$ cat src/rtl/dpram_arbiter.sv
// Round-robin arbiter sharing one two-port RAM among NREQ requesters.
// Grants up to two requests per cycle (port A, then port B), blocks same-address hazards, and registers read data per requester.
module dpram_arbiter #(
  parameter int WIDTH  = 32,
  parameter int HEIGHT = 48,
  parameter int NREQ   = 4,
  localparam int AW    = $clog2(HEIGHT)
) (
  input  logic                  clk,
  input  logic                  rst,
  input  logic [NREQ-1:0]       req,
  input  logic [NREQ-1:0]       we,
  input  logic [NREQ*AW-1:0]    addr,
  input  logic [NREQ*WIDTH-1:0] wdata,
  output logic [NREQ-1:0]       gnt,
  output logic [NREQ-1:0]       rvalid,
  output logic [NREQ*WIDTH-1:0] rdata,
  output logic [NREQ-1:0]       oor_err,
  output logic [AW-1:0]         ram_addr_a,
  output logic [AW-1:0]         ram_addr_b,
  output logic [WIDTH-1:0]      ram_data_a,
  output logic [WIDTH-1:0]      ram_data_b,
  output logic                  ram_we_a,
  output logic                  ram_we_b,
  input  logic [WIDTH-1:0]      ram_q_a,
  input  logic [WIDTH-1:0]      ram_q_b
);

  localparam int PW = $clog2(NREQ);

  function automatic logic [PW-1:0] wrap(input int v);
    return PW'(v % NREQ);
  endfunction

  logic [AW-1:0]    addr_arr  [NREQ];
  logic [WIDTH-1:0] wdata_arr [NREQ];
  logic [NREQ-1:0]  oor_vec;
  logic [NREQ-1:0]  conflict;
  logic [NREQ-1:0]  gnt_a_vec;
  logic [NREQ-1:0]  gnt_b_vec;

  logic [PW-1:0] ptr_q, ptr_d;
  logic [PW-1:0] a_idx, b_idx;
  logic          a_found, b_found;
  logic          a_sel, b_sel;

  logic [NREQ-1:0]  rvalid_q, rvalid_d;
  logic [NREQ-1:0]  oor_q, oor_d;
  logic [WIDTH-1:0] rdata_q [NREQ];
  logic [WIDTH-1:0] rdata_d [NREQ];

  genvar gi;
  generate
    for (gi = 0; gi < NREQ; gi++) begin : g_unpack
      assign addr_arr[gi]  = addr[gi*AW +: AW];
      assign wdata_arr[gi] = wdata[gi*WIDTH +: WIDTH];
      assign oor_vec[gi]   = int'(addr_arr[gi]) >= HEIGHT;
    end
  endgenerate

  // Port A: first requester found scanning circularly from the pointer.
  always_comb begin
    a_found = 1'b0;
    a_idx   = '0;
    for (int k = 0; k < NREQ; k++) begin
      if (!a_found && req[wrap(int'(ptr_q) + k)]) begin
        a_found = 1'b1;
        a_idx   = wrap(int'(ptr_q) + k);
      end
    end
  end

  // Raw addresses are compared, so out-of-range entries still block hazards.
  generate
    for (gi = 0; gi < NREQ; gi++) begin : g_conflict
      assign conflict[gi] = (addr_arr[gi] == addr_arr[a_idx]) && (we[gi] || we[a_idx]);
    end
  endgenerate

  // Port B: continue after A, skipping requesters that clash with A.
  always_comb begin
    b_found = 1'b0;
    b_idx   = '0;
    for (int k = 1; k < NREQ; k++) begin
      if (!b_found && req[wrap(int'(a_idx) + k)] && !conflict[wrap(int'(a_idx) + k)]) begin
        b_found = 1'b1;
        b_idx   = wrap(int'(a_idx) + k);
      end
    end
  end

  assign a_sel = a_found && !rst;
  assign b_sel = b_found && a_sel;

  generate
    for (gi = 0; gi < NREQ; gi++) begin : g_gnt
      assign gnt_a_vec[gi] = a_sel && (a_idx == PW'(gi));
      assign gnt_b_vec[gi] = b_sel && (b_idx == PW'(gi));
      assign gnt[gi]       = gnt_a_vec[gi] || gnt_b_vec[gi];
    end
  endgenerate

  always_comb begin
    ram_addr_a = '0;
    ram_data_a = '0;
    ram_we_a   = 1'b0;
    ram_addr_b = '0;
    ram_data_b = '0;
    ram_we_b   = 1'b0;
    if (a_sel) begin
      ram_addr_a = addr_arr[a_idx];
      ram_data_a = wdata_arr[a_idx];
      ram_we_a   = we[a_idx] && !oor_vec[a_idx];
    end
    if (b_sel) begin
      ram_addr_b = addr_arr[b_idx];
      ram_data_b = wdata_arr[b_idx];
      ram_we_b   = we[b_idx] && !oor_vec[b_idx];
    end
  end

  always_comb begin
    ptr_d = ptr_q;
    if (b_sel) begin
      ptr_d = wrap(int'(b_idx) + 1);
    end else if (a_sel) begin
      ptr_d = wrap(int'(a_idx) + 1);
    end
  end

  always_ff @(posedge clk) begin
    if (rst) begin
      ptr_q <= '0;
    end else begin
      ptr_q <= ptr_d;
    end
  end

  // Per-requester response registers; rdata holds until the next granted read.
  generate
    for (gi = 0; gi < NREQ; gi++) begin : g_resp
      always_comb begin
        rvalid_d[gi] = gnt[gi] && !we[gi];
        oor_d[gi]    = gnt[gi] && oor_vec[gi];
        rdata_d[gi]  = rdata_q[gi];
        if (gnt[gi] && !we[gi]) begin
          if (oor_vec[gi]) begin
            rdata_d[gi] = '0;
          end else if (gnt_a_vec[gi]) begin
            rdata_d[gi] = ram_q_a;
          end else begin
            rdata_d[gi] = ram_q_b;
          end
        end
      end

      always_ff @(posedge clk) begin
        if (rst) begin
          rvalid_q[gi] <= 1'b0;
          oor_q[gi]    <= 1'b0;
          rdata_q[gi]  <= '0;
        end else begin
          rvalid_q[gi] <= rvalid_d[gi];
          oor_q[gi]    <= oor_d[gi];
          rdata_q[gi]  <= rdata_d[gi];
        end
      end

      assign rdata[gi*WIDTH +: WIDTH] = rdata_q[gi];
    end
  endgenerate

  assign rvalid  = rvalid_q;
  assign oor_err = oor_q;

endmodule

$ cat config.mk
export PLATFORM = sky130hd
export DESIGN_NAME = dpram_arbiter
export DESIGN_NICKNAME = d
export VERILOG_FILES = /design/src/rtl/dpram_arbiter.sv
export SDC_FILE = /design/constraint.sdc
export NUM_CORES = 1
export LEC_CHECK = 0
export CAP_MARGIN = 15
export CORE_AREA = 4 4 170 172
export CTS_BUF_LIST = sky130_fd_sc_hd__clkbuf_4 sky130_fd_sc_hd__clkbuf_8
export CTS_CLUSTER_DIAMETER = 150
export DETAILED_ROUTE_END_ITERATION = 10
export DIE_AREA = 0 0 174 176
export MAX_ROUTING_LAYER = met4
export PLACE_DENSITY = 0.72
export SLEW_MARGIN = 20
export SYNTH_ARGS = -nofsm -noshare
export SYNTH_HDL_FRONTEND = slang
export SYNTH_SLANG_ARGS = --single-unit
$ cat constraint.sdc
create_clock -name clk -period 13.2 [get_ports clk]
set_input_delay 3.3 -clock clk [delete_from_list [all_inputs] [get_ports clk]]
set_output_delay 3.3 -clock clk [all_outputs]
set_load 0.05 [all_outputs]
==> results of run 1 <==
cell type report:
type                       instances  area, sq um
antenna                            9         22.5
clock buffer                      19          255
clock inverter                    13          156
fill                            2448        12000
inverter                          13         48.8
multi-input combinational        913         6820
sequential                       138         2760
tap                              346          433
timing repair buffer             462         4980
worst paths after layout:
check / end / slack, ns / cells after the start
worst min register to register: rdata_q[3][5] / 0.46 / 1
worst max-delay path: ram_data_b[25] / 1.17 / 14
worst min-delay path: rdata_q[3][5] / 0.46 / 1
worst max register to register: rdata_q[3][3] / 7.68 / 14
state kept, by name (all words and copies together), names as in the netlist:
| register | count |
|---|---|
| rdata_q | 128 |
| oor_err | 4 |
| rvalid | 4 |
| ptr_q | 2 |
synth_stat cells, types with 3 or more instances:
master / number
nand2_1: 220
ha_1: 4
a211oi_1: 7
and3_1: 42
nor4_1: 6
mux2_2: 24
o2bb2ai_1: 98
a211o_1: 3
inv_1: 12
o31ai_1: 5
nor2b_1: 38
nand3_1: 78
clkbuf_1: 68
nor2_1: 24
buf_4: 11
a311oi_1: 4
mux4_2: 38
o211ai_1: 5
dfxtp_1: 138
a31oi_1: 5
xor2_1: 14
buf_1: 9
buf_2: 26
xnor2_1: 17
mux2_1: 12
a21oi_1: 48
mux2i_1: 112
o221ai_1: 4
o21ai_0: 7
and2_1: 47
nor3_1: 6
power groups by stage:
| stage | clock, uW | sequential, uW | combinational, uW |
|---|---|---|---|
| floorplan | 0 | 898 | 1370 |
| global placement | 0 | 576 | 2590 |
| detailed placement | 0 | 577 | 2600 |
| finish | 376 | 573 | 2610 |
| CTS | 379 | 571 | 2610 |
| global route | 396 | 584 | 2730 |
per-stage QoR:
| stage | utilization (%) | hold slack, ns | setup WS [ns] | power, uW |
|---|---|---|---|---|
| finish | 56.3 | 0.464 | 1.17 | 3560 |
| global route | 56.3 | 0.487 | 0.715 | 3710 |
| CTS | 56.3 | 0.469 | 1.15 | 3560 |
| detailed placement | 54.8 | 0.446 | 1.16 | 3180 |
| global placement | 54.7 | 0.443 | 1.20 | 3170 |
| floorplan | - | 0.691 | 2.20 | 2270 |
per-layer routing:
metal	GRT usage (%)	part of all wire (%)	wire, microns
met1	34.6	40	17900
met2	46.9	49	22000
met3	7.77	9.3	4190
met4	9.70	2.3	1040
met5	-	0	0
cell families after synthesis:
logic type / after synthesis / synth area share [%]
fa+ha+maj: 4 / 0.497
simple gates: 472 / 22.4
xor+xnor: 31 / 2.70
mux: 187 / 23.8
compound gates: 219 / 17.5
buf+inv: 129 / 5.69
flops: 138 / 27.5
critical path, cell delays in order:
cell             delay, ns
clkdlybuf4s50_1       0.69
a21boi_0              0.23
o221a_2               0.74
buf_4                 0.51
mux2i_1               0.24
o2bb2ai_1             0.10
a2111oi_2             0.46
o211ai_1              0.25
a211oi_2              0.36
o221a_2               0.46
buf_4                 0.55
mux4_2                0.41
and2_1                0.20
buf_12                0.15
==> metrics.cfg, run 1 <==
[sta]
tightestPinTransition_ns=1.14
finalHoldViolCount=0
grt_setup_unrepaired=no
maxSlewHeadroom_pct=23.8
fin_crit_ns=12.03
drv_slew=0
setup_viol=0
fin_crit_sh_pct=91.1
max_freq_mhz=83.1
fin_setup_tns_ns=0
fin_skew_ns=0.0152

[yosys]
synth-edff-count=0
netlist_area_sq_um=10100
yosys-top-cells-area=dfxtp_1, mux2i_1, o2bb2ai_1, mux4_2, nand2_1
synth_top_area_share_pct=27.5
synth_cell_type_count=67
synthFlopType=dfxtp_1
yosys.area.top_type=dfxtp_1
async_flop_share_pct=0
avgSynthCellArea_sq_um=8.53
yosys_warnings=0
synth_cells=1180
ys_ff_latch=138
synth.yosys.seq_area_share_pct=27.5
synth_nets=1410

[final_layout]
fin_nets=1775
drive_above_1_share_pct=11.9
syn_to_final_growth_pct=53.8
layout_common_cells=clkdlybuf4s50_1, nand2_1, dfxtp_1
stdcell_count=1913
fin_area_sq_um=15500
final_common_cell=clkdlybuf4s50_1

[place]
dp_hpwl_mm=32.1
placedCellCount=1872
numPortBuffers=443
dpl-instance-area_sq_um=15000
place.gp.congestion=0.956

[clock_network]
cts_resized=0
root_buffer=clkbuf_8
cts_tree=done
cts_buffers=17
hold_buffers=0
clock_latency_ns=0.46
clkTransAtPathRegs_ns=0.08
cts_post_setup_buffers_inserted=0
cts.htree.levels=4
clk_path_buf_depth=2
clkSinkCount=138

[detailed_routing]
routed-via-count=11018
antenna_left=0
drc=0
wl_per_cell_microns=23.6
wl_mm=45.1
drt_first_pass_iters=5
drt_iter0_drc=864
vias_per_cell=5.76

[worst_setup_path]
crit_type=in -> out
required_ns=9.90
crit_start=req[1]
worstPathMaxFanout=38
cp.arrival_ns=8.73
timing.rr.start=ptr_q[1]
end_kind=primary output
crit_path_start_kind=input pin

[floorplanning]
core_area_sq_um=27500
ioPinCount=444
std_cell_rows=61
start_util_pct=36.6
die_x_microns=174
die_area_sq_um=30600
fp.dieH_microns=176

[status]
run_status=finished clean

[global_route]
grt_pass1_vias=11016
grt_usage_pct=28.7
overflow=0
antenna_found_initial=8
grt_start_max_net_pins=84
grt_first_pass_wirelength_mm=67.5

[min_path]
hold_path.class=reg -> reg
min_from=rdata_q[3][5]

[pwr]
sequentialPowerShare_pct=16.1
p_sw_uw=1830
peakVddDrop_v=0.000131
combPwrFrac_pct=73.4
pwr-share-clk_pct=10.6
leakage_uw=0.00581
p_sw_share_pct=51.5
internal_power_uw=1720
power.density_nw_per_um2=230

[flow_run]
max_cap_violations=0

(Power assumes the default switching activity.)
==> inputs of run 2 (changes only) <==
- SLEW_MARGIN: 20 -> 40
==> metrics.cfg, run 2 (same netlist as run 1, synthesis figures left out) <==
[sta]
max_freq_mhz=82.5  ; was 83.1 MHz
fin_crit_ns=12.11  ; was 12.03 ns
tightestPinTransition_ns=0.811  ; was 1.14 ns
fin_skew_ns=0.0163  ; was 0.0152 ns
drv_slew=0  ; unchanged
maxSlewHeadroom_pct=45.9  ; was 23.8%
setup_viol=0  ; unchanged
finalHoldViolCount=0  ; unchanged
fin_setup_tns_ns=0  ; unchanged
fin_crit_sh_pct=91.8  ; was 91.1%
grt_setup_unrepaired=no  ; unchanged

[status]
run_status=finished clean  ; unchanged

[worst_setup_path]
required_ns=9.90  ; about the same
worstPathMaxFanout=30  ; was 38
crit_top_cell=mux2_2
reg2regPathDepth=13  ; was 14
cp.arrival_ns=8.81  ; was 8.73 ns
crit_slowest_cell=o221a_2  ; unchanged
crit_chain=clkdlybuf4s50_1 -> a21boi_0 -> o221a_2 -> inv_2 -> mux2_2 -> o21ai_0 -> o41ai_2 -> a211oi_1 -> nor2_1 -> o2111ai_2 -> and3_1 -> mux2_2 -> a2111oi_2 -> buf_12  ; was clkdlybuf4s50_1 -> a21boi_0 -> o221a_2 -> buf_4 -> mux2i_1 -> o2bb2ai_1 -> a2111oi_2 -> o211ai_1 -> a211oi_2 -> o221a_2 -> buf_4 -> mux4_2 -> and2_1 -> buf_12
max_stage_delay_ns=0.75  ; was 0.74 ns
crit_type=in -> out  ; unchanged
end_kind=primary output  ; unchanged
cp.depth=14  ; unchanged
crit_path_start_kind=input pin  ; unchanged
crit_buf_inv=3  ; was 4
path_delay_family=compound AO/OA/AOI/OAI gates  ; unchanged

[flow_run]
max_cap_violations=0  ; unchanged

[place]
place.gp.congestion=0.956  ; unchanged
numPortBuffers=443  ; unchanged
dp_hpwl_mm=32.4  ; was 32.1 mm
dpl-instance-area_sq_um=15100  ; was 15000 sq um

[final_layout]
largest_reg_flops=128  ; unchanged
fin_nets=1777  ; was 1775
layout_common_cells=clkdlybuf4s50_1, nand2_1, dfxtp_1  ; unchanged
final_common_cell=clkdlybuf4s50_1  ; unchanged
fin_area_sq_um=15500  ; about the same
drive_above_1_share_pct=12.0  ; was 11.9%
syn_to_final_growth_pct=54.0  ; was 53.8%
top_register=rdata_q  ; unchanged

[clock_network]
root_buffer=clkbuf_8  ; unchanged
cts_buffers=17  ; unchanged
hold_buffers=0  ; unchanged
cts_resized=0  ; unchanged
clock_latency_ns=0.44  ; was 0.46 ns
cts_tree=done  ; unchanged
clkTransAtPathRegs_ns=0.07  ; was 0.08 ns
clkSinkCount=138  ; unchanged
clk_path_buf_depth=2  ; unchanged
cts.htree.levels=4  ; unchanged
cts_post_setup_buffers_inserted=0  ; unchanged

[pwr]
internal_power_uw=1730  ; was 1720 uW
combPwrFrac_pct=73.7  ; was 73.4%
pwr-share-clk_pct=10.1  ; was 10.6%
power.density_nw_per_um2=229  ; was 230 nW/um^2
p_sw_share_pct=51.5  ; about the same
sequentialPowerShare_pct=16.1  ; about the same
p_sw_uw=1830  ; about the same
leakage_uw=0.00583  ; was 0.00581 uW
peakVddDrop_v=0.000104  ; was 0.000131 V

[floorplanning]
std_cell_rows=61  ; unchanged
core_area_sq_um=27500  ; unchanged
die_x_microns=174  ; unchanged
fp.dieH_microns=176  ; unchanged
ioPinCount=444  ; unchanged
die_area_sq_um=30600  ; unchanged
start_util_pct=36.6  ; unchanged

[detailed_routing]
wl_per_cell_microns=23.6  ; about the same
drt_iter0_drc=842  ; was 864
vias_per_cell=5.75  ; was 5.76
antenna_left=0  ; unchanged
drc=0  ; unchanged
wl_mm=45.1  ; about the same
routed-via-count=11007  ; was 11018
drt_first_pass_iters=5  ; unchanged

[min_path]
whs_path_depth=1  ; unchanged
hold_path.class=reg -> reg  ; unchanged

[global_route]
overflow=0  ; unchanged
grt_usage_pct=28.9  ; was 28.7%
grt_start_max_net_pins=84  ; unchanged
grt_pass1_vias=10981  ; was 11016
grt_first_pass_wirelength_mm=67.6  ; was 67.5 mm
antenna_found_initial=6  ; was 8

run 2: changes by cell type in the layout (fill, tap and decap cells not counted), sizes merged:
cell      before  now
clkbuf        19   18
diode          9    7
clkinvlp       2    3
buf           63   65
run 2: per-stage QoR:
step / hold slack (ns) / total power (uW) / instances / util [%] / setup slack (ns)
3_3_place_gp: 0.443 / 3170 / 1872 / 54.7 / 1.20
6_report: 0.466 / 3560 / 1913 / 56.4 / 1.09
5_1_grt: 0.484 / 3710 / 1912 / 56.4 / 0.759
4_1_cts: 0.467 / 3560 / 1906 / 56.3 / 1.20
2_1_floorplan: 0.691 / 2270 / 1180 / - / 2.20
3_5_place_dp: 0.445 / 3190 / 1874 / 54.9 / 1.23
run 2: final cells by class:
| class | instances | area [sq um] |
|---|---|---|
| inverter | 13 | 48.8 |
| timing repair buffer | 464 | 5020 |
| clock inverter | 14 | 156 |
| clock buffer | 18 | 241 |
| sequential | 138 | 2760 |
| antenna | 7 | 17.5 |
| fill | 2486 | 12000 |
| multi-input combinational | 913 | 6820 |
| tap | 346 | 433 |
run 2: path summary, 6_finish.rpt:
path | from | endpoint | slack [ns]
worst min register to register | rdata_q[3][5] | rdata_q[3][5] | 0.47
worst max register to register | ptr_q[1] | rdata_q[2][5] | 7.94
worst min-delay path | rdata_q[3][5] | rdata_q[3][5] | 0.47
worst max-delay path | req[1] | ram_we_b | 1.09
run 2: routing by layer:
layer,part of all wire [%],wire length [microns],GRT usage (%),up-vias
li1,-,-,-,5030
met2,48,21800,47.4,577
met1,40,17800,34.5,5328
met5,0,0,-,-
met3,9.2,4140,7.88,72
met4,3.0,1340,9.86,0
run 2: power by group through the flow:
| stage | Combinational, uW | Sequential [uW] | Clock (uW) |
|---|---|---|---|
| 2_1_floorplan | 1370 | 898 | 0 |
| 3_3_place_gp | 2590 | 576 | 0 |
| 3_5_place_dp | 2620 | 577 | 0 |
| 4_1_cts | 2620 | 572 | 364 |
| 5_1_grt | 2750 | 584 | 383 |
| 6_report | 2620 | 573 | 361 |
